<file path="src/rtl/genius_sequence_player_pkg.sv">
// rtl/genius_sequence_player_pkg.sv - colour codes, FSM states and LFSR mask for the sequence player
package genius_sequence_player_pkg;

    localparam logic [1:0] COLOR_BLUE   = 2'd0;
    localparam logic [1:0] COLOR_GREEN  = 2'd1;
    localparam logic [1:0] COLOR_RED    = 2'd2;
    localparam logic [1:0] COLOR_YELLOW = 2'd3;

    localparam logic [15:0] LFSR_MASK = 16'hB400;

    typedef enum logic [1:0] {
        S_IDLE = 2'd0,
        S_LEAD = 2'd1,
        S_ON   = 2'd2,
        S_OFF  = 2'd3
    } state_t;

    // Enable vector order: {yellow, red, green, blue}
    function automatic logic [3:0] color_onehot(input logic [1:0] c);
        case (c)
            COLOR_BLUE:  return 4'b0001;
            COLOR_GREEN: return 4'b0010;
            COLOR_RED:   return 4'b0100;
            default:     return 4'b1000;
        endcase
    endfunction

endpackage

</file>
<file path="src/rtl/genius_sequence_player_if.sv">
// rtl/genius_sequence_player_if.sv - command, read-back and colour-enable bundle of the sequence player
interface genius_sequence_player_if #(
    parameter int IDX_W = 6
);
    logic             PLAY;
    logic             EXTEND;
    logic             CLEAR;
    logic [IDX_W-1:0] RD_IDX;
    logic [1:0]       RD_COLOR;
    logic [IDX_W-1:0] LEN;
    logic             BUSY;
    logic             DONE;
    logic             BLUE_EN;
    logic             GREEN_EN;
    logic             RED_EN;
    logic             YELLOW_EN;

    modport master (
        output PLAY, EXTEND, CLEAR, RD_IDX,
        input  RD_COLOR, LEN, BUSY, DONE, BLUE_EN, GREEN_EN, RED_EN, YELLOW_EN
    );

    modport slave (
        input  PLAY, EXTEND, CLEAR, RD_IDX,
        output RD_COLOR, LEN, BUSY, DONE, BLUE_EN, GREEN_EN, RED_EN, YELLOW_EN
    );
endinterface

</file>
<file path="src/rtl/genius_lfsr.sv">
// rtl/genius_lfsr.sv - free-running 16-bit Galois LFSR supplying random colour codes
module genius_lfsr
    import genius_sequence_player_pkg::*;
#(
    parameter logic [15:0] SEED = 16'hACE1
) (
    input  logic       clk,
    input  logic       rst,
    output logic [1:0] rnd
);
    logic [15:0] lfsr;

    always_ff @(posedge clk) begin
        if (rst) lfsr <= SEED;
        else     lfsr <= {1'b0, lfsr[15:1]} ^ (lfsr[0] ? LFSR_MASK : 16'h0000);
    end

    assign rnd = lfsr[1:0];
endmodule

</file>
<file path="src/rtl/genius_sequence_player.sv">
// rtl/genius_sequence_player.sv - stores the Genius colour sequence and plays it back in whole video frames
module genius_sequence_player
    import genius_sequence_player_pkg::*;
#(
    parameter int          MAX_LEN    = 32,
    parameter int          IDX_W      = 6,
    parameter int          ON_FRAMES  = 30,
    parameter int          OFF_FRAMES = 15,
    parameter logic [15:0] LFSR_SEED  = 16'hACE1
) (
    input  logic                     CLOCK_50,
    input  logic                     RESET,
    input  logic                     VGA_VS,
    genius_sequence_player_if.slave  bus
);
    localparam int AW = $clog2(MAX_LEN);
    localparam int FW = $clog2(ON_FRAMES + OFF_FRAMES + 1);
    localparam logic [IDX_W-1:0] LEN_MAX  = IDX_W'(MAX_LEN);
    localparam logic [FW-1:0]    ON_LAST  = FW'(ON_FRAMES - 1);
    localparam logic [FW-1:0]    OFF_LAST = FW'(OFF_FRAMES - 1);

    logic [1:0]       seq [MAX_LEN];
    logic [IDX_W-1:0] len_q;
    logic [1:0]       rnd;
    state_t           state, state_n;
    logic [FW-1:0]    fcnt, fcnt_n;
    logic [IDX_W-1:0] idx, idx_n;
    logic [3:0]       en_q, en_n;
    logic             done_q, done_n;
    logic             vs_s1, vs_s2, vs_d, tick;
    logic             idle, cmd_clear, cmd_extend, cmd_play;

    genius_lfsr #(.SEED(LFSR_SEED)) u_lfsr (
        .clk (CLOCK_50),
        .rst (RESET),
        .rnd (rnd)
    );

    // VGA_VS is from another clock domain: 2-FF sync, then registered falling-edge pulse
    always_ff @(posedge CLOCK_50) begin
        if (RESET) begin
            vs_s1 <= 1'b1;
            vs_s2 <= 1'b1;
            vs_d  <= 1'b1;
            tick  <= 1'b0;
        end else begin
            vs_s1 <= VGA_VS;
            vs_s2 <= vs_s1;
            vs_d  <= vs_s2;
            tick  <= vs_d & ~vs_s2;
        end
    end

    assign idle       = (state == S_IDLE);
    assign cmd_clear  = idle & bus.CLEAR;
    assign cmd_extend = idle & ~bus.CLEAR & bus.EXTEND;
    assign cmd_play   = idle & ~bus.CLEAR & ~bus.EXTEND & bus.PLAY;

    always_ff @(posedge CLOCK_50) begin
        if (RESET) begin
            len_q <= '0;
            for (int i = 0; i < MAX_LEN; i++) seq[i] <= 2'b00;
        end else if (cmd_clear) begin
            len_q <= '0;
        end else if (cmd_extend && len_q != LEN_MAX) begin
            seq[len_q[AW-1:0]] <= rnd;
            len_q              <= len_q + IDX_W'(1);
        end
    end

    always_ff @(posedge CLOCK_50) begin
        if (RESET) begin
            state  <= S_IDLE;
            fcnt   <= '0;
            idx    <= '0;
            en_q   <= '0;
            done_q <= 1'b0;
        end else begin
            state  <= state_n;
            fcnt   <= fcnt_n;
            idx    <= idx_n;
            en_q   <= en_n;
            done_q <= done_n;
        end
    end

    always_comb begin
        state_n = state;
        fcnt_n  = fcnt;
        idx_n   = idx;
        done_n  = 1'b0;
        case (state)
            S_IDLE: begin
                if (cmd_play) begin
                    if (len_q != '0) begin
                        state_n = S_LEAD;
                        fcnt_n  = '0;
                        idx_n   = '0;
                    end else begin
                        done_n = 1'b1;
                    end
                end
            end
            S_LEAD: begin
                if (tick) begin
                    if (fcnt == OFF_LAST) begin
                        state_n = S_ON;
                        fcnt_n  = '0;
                    end else begin
                        fcnt_n = fcnt + FW'(1);
                    end
                end
            end
            S_ON: begin
                if (tick) begin
                    if (fcnt == ON_LAST) begin
                        state_n = S_OFF;
                        fcnt_n  = '0;
                    end else begin
                        fcnt_n = fcnt + FW'(1);
                    end
                end
            end
            S_OFF: begin
                if (tick) begin
                    if (fcnt == OFF_LAST) begin
                        fcnt_n = '0;
                        if (idx == len_q - IDX_W'(1)) begin
                            state_n = S_IDLE;
                            done_n  = 1'b1;
                        end else begin
                            idx_n   = idx + IDX_W'(1);
                            state_n = S_ON;
                        end
                    end else begin
                        fcnt_n = fcnt + FW'(1);
                    end
                end
            end
            default: state_n = S_IDLE;
        endcase
        // Enables follow the next state so they are lit for exactly the cycles spent in ON
        en_n = (state_n == S_ON) ? color_onehot(seq[idx_n[AW-1:0]]) : 4'b0000;
    end

    assign bus.RD_COLOR  = (bus.RD_IDX < LEN_MAX) ? seq[bus.RD_IDX[AW-1:0]] : 2'b00;
    assign bus.LEN       = len_q;
    assign bus.BUSY      = ~idle;
    assign bus.DONE      = done_q;
    assign bus.BLUE_EN   = en_q[0];
    assign bus.GREEN_EN  = en_q[1];
    assign bus.RED_EN    = en_q[2];
    assign bus.YELLOW_EN = en_q[3];
endmodule

</file>
<file path="src/flat_wrapper.sv">
// flat-port wrapper written by rule: the top's interface ports become plain ports
module genius_sequence_player_flat import genius_sequence_player_pkg::*;
#(
    parameter int          MAX_LEN    = 32,
    parameter int          IDX_W      = 6,
    parameter int          ON_FRAMES  = 30,
    parameter int          OFF_FRAMES = 15,
    parameter logic [15:0] LFSR_SEED  = 16'hACE1
)
  (CLOCK_50, RESET, VGA_VS, bus_PLAY, bus_EXTEND, bus_CLEAR, bus_RD_IDX, bus_RD_COLOR, bus_LEN, bus_BUSY, bus_DONE, bus_BLUE_EN, bus_GREEN_EN, bus_RED_EN, bus_YELLOW_EN);
  genius_sequence_player_if #(.IDX_W(IDX_W)) bus_i ();
  input  logic CLOCK_50;
  input  logic RESET;
  input  logic VGA_VS;
  input wire logic [$bits(bus_i.PLAY)-1:0] bus_PLAY;
  input wire logic [$bits(bus_i.EXTEND)-1:0] bus_EXTEND;
  input wire logic [$bits(bus_i.CLEAR)-1:0] bus_CLEAR;
  input wire logic [$bits(bus_i.RD_IDX)-1:0] bus_RD_IDX;
  output wire logic [$bits(bus_i.RD_COLOR)-1:0] bus_RD_COLOR;
  output wire logic [$bits(bus_i.LEN)-1:0] bus_LEN;
  output wire logic [$bits(bus_i.BUSY)-1:0] bus_BUSY;
  output wire logic [$bits(bus_i.DONE)-1:0] bus_DONE;
  output wire logic [$bits(bus_i.BLUE_EN)-1:0] bus_BLUE_EN;
  output wire logic [$bits(bus_i.GREEN_EN)-1:0] bus_GREEN_EN;
  output wire logic [$bits(bus_i.RED_EN)-1:0] bus_RED_EN;
  output wire logic [$bits(bus_i.YELLOW_EN)-1:0] bus_YELLOW_EN;
  assign bus_i.PLAY = bus_PLAY;
  assign bus_i.EXTEND = bus_EXTEND;
  assign bus_i.CLEAR = bus_CLEAR;
  assign bus_i.RD_IDX = bus_RD_IDX;
  assign bus_RD_COLOR = bus_i.RD_COLOR;
  assign bus_LEN = bus_i.LEN;
  assign bus_BUSY = bus_i.BUSY;
  assign bus_DONE = bus_i.DONE;
  assign bus_BLUE_EN = bus_i.BLUE_EN;
  assign bus_GREEN_EN = bus_i.GREEN_EN;
  assign bus_RED_EN = bus_i.RED_EN;
  assign bus_YELLOW_EN = bus_i.YELLOW_EN;
  genius_sequence_player #(.MAX_LEN(MAX_LEN), .IDX_W(IDX_W), .ON_FRAMES(ON_FRAMES), .OFF_FRAMES(OFF_FRAMES), .LFSR_SEED(LFSR_SEED)) u_core (.CLOCK_50(CLOCK_50), .RESET(RESET), .VGA_VS(VGA_VS), .bus(bus_i));
endmodule
</file>
<file path="config.mk">
export PLATFORM = sky130hd
export DESIGN_NAME = genius_sequence_player_flat
export DESIGN_NICKNAME = d
export VERILOG_FILES = /design/src/rtl/genius_sequence_player_pkg.sv /design/src/rtl/genius_sequence_player_if.sv /design/src/rtl/genius_lfsr.sv /design/src/rtl/genius_sequence_player.sv /design/src/flat_wrapper.sv
export SDC_FILE = /design/constraint.sdc
export NUM_CORES = 1
export LEC_CHECK = 0
export CORE_AREA = 2 2 122 124
export CTS_CLUSTER_DIAMETER = 60
export DETAILED_ROUTE_END_ITERATION = 10
export DIE_AREA = 0 0 124 126
export GPL_TIMING_DRIVEN = 0
export PLACE_DENSITY = 0.72
export SLEW_MARGIN = 0
export SYNTH_ARGS = -nofsm -noshare
export SYNTH_HDL_FRONTEND = slang
export SYNTH_SLANG_ARGS = --single-unit
</file>
<file path="constraint.sdc">
create_clock -name CLOCK_50 -period 4.6 [get_ports CLOCK_50]
set_input_delay 0.92 -clock CLOCK_50 [delete_from_list [all_inputs] [get_ports CLOCK_50]]
set_output_delay 0.92 -clock CLOCK_50 [all_outputs]
set_load 0.02 [all_outputs]
</file>
==> results of run 1 <==
[worst reg2reg max path, delay by kind of cell (launching register included)]
kind	cells	cell delay, ns
compound gates	5	1.71
buf+inv	2	0.36
flops	1	0.42
fa+ha+maj	1	0.16
mux	3	0.65
simple gates	2	0.55
[Yosys cell counts, types with 6 or more instances]
cell       instances  area [um^2]
nor2_1           108          405
edfxtp_1          64         1920
nand2_1           51          191
dfxtp_1           45          901
o21bai_1          25          188
clkbuf_1          23         86.3
inv_1             21         78.8
mux4_2            20          450
nand3_1           17         85.1
mux2i_1           16          160
nor3_1            16         80.1
a211oi_1          13         97.6
xnor2_1           13          114
ha_1              12          150
or2_2             12         75.1
o21ai_0           11         55.1
nor2b_1            9         56.3
a21oi_1            8         40.0
nand2b_1           7         43.8
o211ai_1           7         52.6
a2111oi_0          6         52.6
a21o_1             6         45.0
mux2_2             6         67.6
[power groups by stage]
stage	sequential [mW]	combinational [mW]	clock, mW
2_1_floorplan	1.10	0.146	0
3_3_place_gp	1.11	0.208	0
3_5_place_dp	1.11	0.214	0
4_1_cts	1.09	0.215	0.802
5_1_grt	1.09	0.235	0.835
6_report	1.09	0.217	0.793
[path summary, 6_finish.rpt]
kind,start,endpoint,slack (ns)
worst max-delay path,bus_RD_IDX[1],bus_RD_COLOR[0],0.18
worst min-delay path,u_core.vs_s1,u_core.vs_s2,0.41
worst max register to register,u_core.bus.LEN[0],u_core.en_q[2],0.62
worst min register to register,u_core.vs_s1,u_core.vs_s2,0.41
[cells by family after synthesis]
| group | after synthesis |
|---|---|
| buf+inv | 62 |
| mux | 43 |
| compound gates | 125 |
| flops | 109 |
| fa+ha+maj | 12 |
| simple gates | 245 |
| xor+xnor | 18 |
[flip-flops by register name, indices dropped and copies added, names as in the netlist, 2 cells and up]
signal	flops
u_core.fcnt	6
u_core.seq	64
u_core.state	2
u_core.bus.LEN	6
u_core.en_q	4
u_core.u_lfsr.lfsr	16
u_core.idx	6
[repair_timing]
action                     in CTS  in global routing
buffers inserted                0                  0
pin swaps                       0                  0
setup endpoints to repair       2                  2
gates resized for setup         4                  3
[cells in the final DEF, fill, tap and decap left out, types with 5 or more instances in the layout]
cell type and n:
a211oi_1 13, dfxtp_1 45, edfxtp_1 64, a311o_1 5, o21bai_1 25, nor2_1 108
mux4_2 20, nand4_1 5, inv_1 21, mux2i_1 16, nand3_1 17, ha_1 12
buf_2 5, nor3_1 16, a21oi_1 8, clkdlybuf4s50_1 23, o21ai_0 11, clkbuf_1 22
nand2_1 51, or2_2 12, xnor2_1 13, o211ai_1 7, a21o_1 6, clkbuf_16 10
a2111oi_0 6, mux2_2 6, nand2b_1 7, nor2b_1 9
[routing by layer]
| layer | vias to the layer above | share of wire, % | GRT usage, % |
|---|---|---|---|
| met5 | - | 0 | 0 |
| met4 | 0 | 4.6 | 13.4 |
| met3 | 49 | 7.4 | 3.62 |
| met2 | 252 | 49 | 38.3 |
| met1 | 2471 | 39 | 30.6 |
| li1 | 2303 | - | - |
[metrics by stage]
step | setup TNS (ns) | hold slack, ns | utilization, % | setup WS [ns] | instance area [um^2]
final | 0 | 0.410 | 49.4 | 0.177 | 7070
after global placement | -0.622 | 0.390 | 47.2 | -0.312 | 6760
after CTS | 0 | 0.414 | 49.3 | 0.0121 | 7060
after detailed placement | -0.673 | 0.396 | 47.2 | -0.342 | 6760
after global routing | 0 | 0.424 | 49.4 | 0.0888 | 7070
after floorplan | 0 | 0.389 | - | 0.579 | 6300
[layout make-up]
cell class	instances	area, um^2
Fill cell	1298	7250
Clock buffer	10	250
Buffer	41	213
Sequential cell	109	2820
Multi-Input combinational cell	443	3190
Clock inverter	6	52.6
Inverter	21	78.8
Timing Repair Buffer	23	230
Tap cell	184	230
==> impl_metrics.py, run 1 <==
metrics = {
    "setup_path": {
        "endpoint_kind": "output pin",
        "critPathLaunchType": "input port",
        "crit_slowest_cell": "clkbuf_1",
        "worstPathCellList": "buf_1, clkbuf_1, mux4_2, mux4_2, mux2i_1, nor2_1, clkdlybuf4s50_1",
        "crit_buf_inv": 3,
        "critical_path_arrival_ns": 3.50,
        "path_common_cell": "mux4_2",
        "critical_path_class": "in2out",
        "reg2reg_depth": 13,
        "cpPeakStageDelay_ns": 0.56,
        "crit_fanout": 10,
        "crit_cells": 7,
        "cp.required_ns": 3.68,
        "crit_family": "buffers and inverters",
    },
    "global_route": {
        "grt_pass1_wl_um": 27800,
        "antenna_found_initial": 0,
        "grt_max_degree": 20,
        "grt_use_total_pct": 23.9,
        "overflow": 0,
        "grt_pass1_vias": 4951,
    },
    "timing": {
        "drv_slew": 0,
        "fin_crit_sh_pct": 96.1,
        "finalHoldViolations": 0,
        "setup_violations": 0,
        "period_needed_ns": 4.42,
        "fmax_mhz": 226,
        "relSlewSlack_pct": 52.6,
        "grt_setup_unrepaired": "no",
        "worst_pin_slew_ns": 0.711,
        "finClkSkew_ns": 0.0108,
    },
    "floorplan": {
        "die_y_um": 126,
        "ios": 26,
        "core_area_um2": 14300,
        "initial_core_util_pct": 44.0,
        "die_width_um": 124,
        "dieArea_um2": 15600,
        "fp-row-count": 44,
    },
    "clock_tree": {
        "htreeDepth": 3,
        "cts_num_sinks": 109,
        "ctsHoldBuffers": 0,
        "cts_tree": "done",
        "clk_pin_slew_worst_paths_ns": 0.07,
        "cts-root-buf": "clkbuf_16",
        "numCtsBuffers": 9,
        "clock_latency_ns": 0.36,
        "cts_buffer_depth": 2,
    },
    "layout": {
        "nets": 672,
        "finalNonFillerCells": 837,
        "drive_above_1_share_pct": 14.7,
        "antennaDiodeCount": 0,
        "syn2layout_area_growth_pct": 12.2,
    },
    "yosys": {
        "synth-main-ff-cell": "edfxtp_1",
        "synth_edf_count": 64,
        "synth_compound_gate_area_share_pct": 16.4,
        "ys_types": 82,
        "synthesis.area_um2": 6300,
        "synthXorXnorAreaFrac_pct": 2.80,
        "synth_top_family_by_area": "simple AND/OR/NAND/NOR gates",
        "synthCells": 614,
        "ys_seq_area_share_pct": 44.8,
        "syn_area_per_cell_um2": 10.3,
        "muxShareOfSynthArea_pct": 10.9,
        "ys_seq_elements": 109,
        "yosysWarnings": 0,
        "yosys.area_share.simple_pct": 18.1,
        "synth_fp_nets": 638,
        "synth_fa_ha_area_share_pct": 2.38,
        "async_flop_share_pct": 0,
    },
    "run": {
        "drv_cap": 0,
    },
    "detailed_routing": {
        "viasPerCell": 6.06,
        "totalWireLength_um": 17700,
        "wl_per_cell_um": 21.1,
        "drc": 0,
        "postRouteAntennaNets": 0,
        "via_count": 5075,
        "first_pass_iters": 7,
        "drt_iter0_markers": 568,
    },
    "power": {
        "vdd_drop_max_mv": 0.185,
        "pwr-share-seq_pct": 51.9,
        "switching_share_pct": 25.2,
        "total_power_mw": 2.10,
        "leakage_nw": 2.40,
        "p_comb_share_pct": 10.3,
        "switchingPower_mw": 0.530,
        "cellPowerDensity_nw_per_um2": 297,
        "power_frac_clock_pct": 37.8,
        "p_int_mw": 1.57,
    },
    "placement": {
        "gp_congestion": 0.990,
        "io_buffers": 23,
        "placed_cells": 821,
        "dp_hpwl_um": 13200,
    },
    "worst_hold_path": {
        "whs_path_depth": 1,
        "hold_path_class": "reg2reg",
    },
    "run_status": {
        "status": "complete, no violations",
    },
}
Note: power is estimated with default switching activity, not from simulation.
==> run 2: changes to the inputs <==
- CAP_MARGIN: unset -> 40
==> run 2 against run 1 <==
Effect of this change: final cell count unchanged; worst hold slack about the same; maximum frequency down 0.62%; critical path type unchanged; sequential power about the same; flip-flop and latch count unchanged; clock power about the same; non-clock buffer count unchanged; total power about the same; design area about the same; count of clock-buffer cells in the layout unchanged; wire length down 0.63%.
==> impl_metrics.py, run 2 (synthesis results as in run 1) <==
metrics = {
    "run_status": {
        "status": "complete, no violations",
    },
    "layout": {
        "drive_above_1_share_pct": 14.7,
        "register_area_um2": 2820,
        "fillerInstances": 1300,
        "final_cell_mix": "nor2_1 (108), edfxtp_1 (64), nand2_1 (51)",
        "syn2layout_area_growth_pct": 12.3,
        "regMostFlops": "u_core.seq",
        "largest_register_ffs": 64,
        "multi_input_area_um2": 3190,
        "nets": 672,
        "reg.largest.list": "u_core.seq (64), u_core.u_lfsr.lfsr (16)",
        "mostFrequentLayoutCell": "nor2_1",
        "finalNonFillerCells": 837,
        "antennaDiodeCount": 0,
    },
    "setup_path": {
        "reg2reg_depth": 13,
        "worstPathCellList": "buf_1, clkbuf_1, mux4_2, mux4_2, mux2i_1, nor2_1, clkdlybuf4s50_1",
        "critical_path_arrival_ns": 3.53,
        "critPathLaunchType": "input port",
        "endpoint_kind": "output pin",
        "rrSetupSlack_ns": 0.62,
        "setup.worst_path.start": "bus_RD_IDX[1]",
        "r2r_end": "u_core.en_q[2]",
        "crit_fanout": 10,
        "path_common_cell": "mux4_2",
        "timing.rr.start": "u_core.bus.LEN[0]",
        "cp.required_ns": 3.68,
        "crit_slowest_cell": "clkbuf_1",
        "critical_path_class": "in2out",
        "cpPeakStageDelay_ns": 0.56,
    },
    "global_route": {
        "grt_pass1_vias": 5007,
        "grt_max_degree": 20,
        "overflow": 0,
        "antenna_found_initial": 0,
        "grt_pass1_wl_um": 27900,
        "grt_use_total_pct": 23.8,
    },
    "placement": {
        "io_buffers": 23,
        "gp_congestion": 0.990,
        "placed_cells": 822,
        "dp_hpwl_um": 13200,
    },
    "worst_hold_path": {
        "hold_path_class": "reg2reg",
        "hp-start": "u_core.vs_s1",
        "hold_end": "u_core.vs_s2",
        "whs_path_depth": 1,
    },
    "detailed_routing": {
        "drc": 0,
        "wl_met2_um": 8640,
        "viasPerCell": 6.06,
        "top_layer_used": "met4",
        "first_pass_iters": 5,
        "postRouteAntennaNets": 0,
        "via_count": 5075,
        "drt_iter0_markers": 516,
        "m1WireLength_um": 6830,
        "totalWireLength_um": 17600,
        "wl_per_cell_um": 21.0,
        "dr_wl_met3_um": 1300,
    },
    "clock_tree": {
        "cts_buffer_depth": 2,
        "cts_num_sinks": 109,
        "cts_setup_buffers": 0,
        "cts-root-buf": "clkbuf_16",
        "clk_pin_slew_worst_paths_ns": 0.07,
        "cts_tree": "done",
        "numCtsBuffers": 9,
        "ctsHoldBuffers": 0,
        "htreeDepth": 3,
        "clock_latency_ns": 0.36,
    },
    "power": {
        "leakage_nw": 2.41,
        "vdd_drop_max_mv": 0.200,
        "cellPowerDensity_nw_per_um2": 297,
    },
    "timing": {
        "fmax_mhz": 225,
        "drv_slew": 0,
        "fin_hold_ws_ns": 0.410,
        "fin_crit_sh_pct": 96.7,
        "relSlewSlack_pct": 54.1,
        "finClkSkew_ns": 0.0107,
        "grt_setup_unrepaired": "no",
        "period_needed_ns": 4.45,
        "finalHoldViolations": 0,
        "worst_pin_slew_ns": 0.689,
        "setup_violations": 0,
    },
    "floorplan": {
        "core_area_um2": 14300,
        "fp-row-count": 44,
        "die_width_um": 124,
        "die_y_um": 126,
        "initial_core_util_pct": 44.0,
        "ios": 26,
        "dieArea_um2": 15600,
    },
    "run": {
        "drv_cap": 0,
    },
}
## run 2: changes by cell type in the layout (fill, tap and decap cells not counted)
| cell | previous run | this run |
|---|---|---|
| buf_6 | 4 | 5 |
| clkbuf_4 | 1 | 0 |
## run 2: how the worst max path moves through the flow
stage | slack [ns] | cells past startpoint | end
global route | 0.1 | 7 | bus_RD_COLOR[0]
floorplan | 0.58 | 6 | bus_RD_COLOR[1]
finish | 0.15 | 7 | bus_RD_COLOR[1]
CTS | 0.07 | 8 | bus_RD_COLOR[1]
global placement | -0.31 | 7 | bus_RD_COLOR[1]
detailed placement | -0.14 | 8 | bus_RD_COLOR[1]
## run 2: critical path, delay by kind of cell
kind                   cells  cell delay, ns
buffers and inverters      3            1.43
muxes                      3            1.11
and+or+nand+nor            1            0.06
## run 2: report_power, final
group          internal (mW)  switching, mW
logic                 0.0950          0.123
registers               1.07         0.0244
clock network          0.410          0.383
## run 2: repair_timing
item | CTS | global route
hold endpoints to repair | 0 | 0
resized for setup | 1 | 0
setup endpoints to repair | 2 | 2
## run 2: area by class of cell
cell class / count / share of cell area (%)
sequential: 109 / 39.9
buffer: 40 / 2.90
inverter: 21 / 1.11
multi-input combinational: 443 / 45.1
clock buffer: 10 / 3.54
clock inverter: 6 / 0.743
timing repair buffer: 24 / 3.42
tap: 184 / 3.26
## run 2: routing by layer
metal	vias up	global-route usage (%)
met5	-	0
met4	0	12.4
met3	63	5.03
met2	241	38.7
met1	2459	29.5
li1	2312	-
## run 2: per-stage QoR
step	utilization [%]	TNS (ns)	power, mW	setup WS [ns]	instance area (um^2)
3_5_place_dp	47.3	-0.278	1.33	-0.142	6770
2_1_floorplan	-	0	1.25	0.579	6300
4_1_cts	49.4	0	2.10	0.0689	7070
5_1_grt	49.4	0	2.16	0.0957	7070
3_3_place_gp	47.2	-0.622	1.32	-0.312	6760
6_report	49.4	0	2.10	0.150	7070
==> run 3: changes to the inputs <==
- CTS_CLUSTER_DIAMETER: 60 -> 50
==> results of run 3 <==
Same layout as run 2: the final DEF is identical, and so are final timing and power.
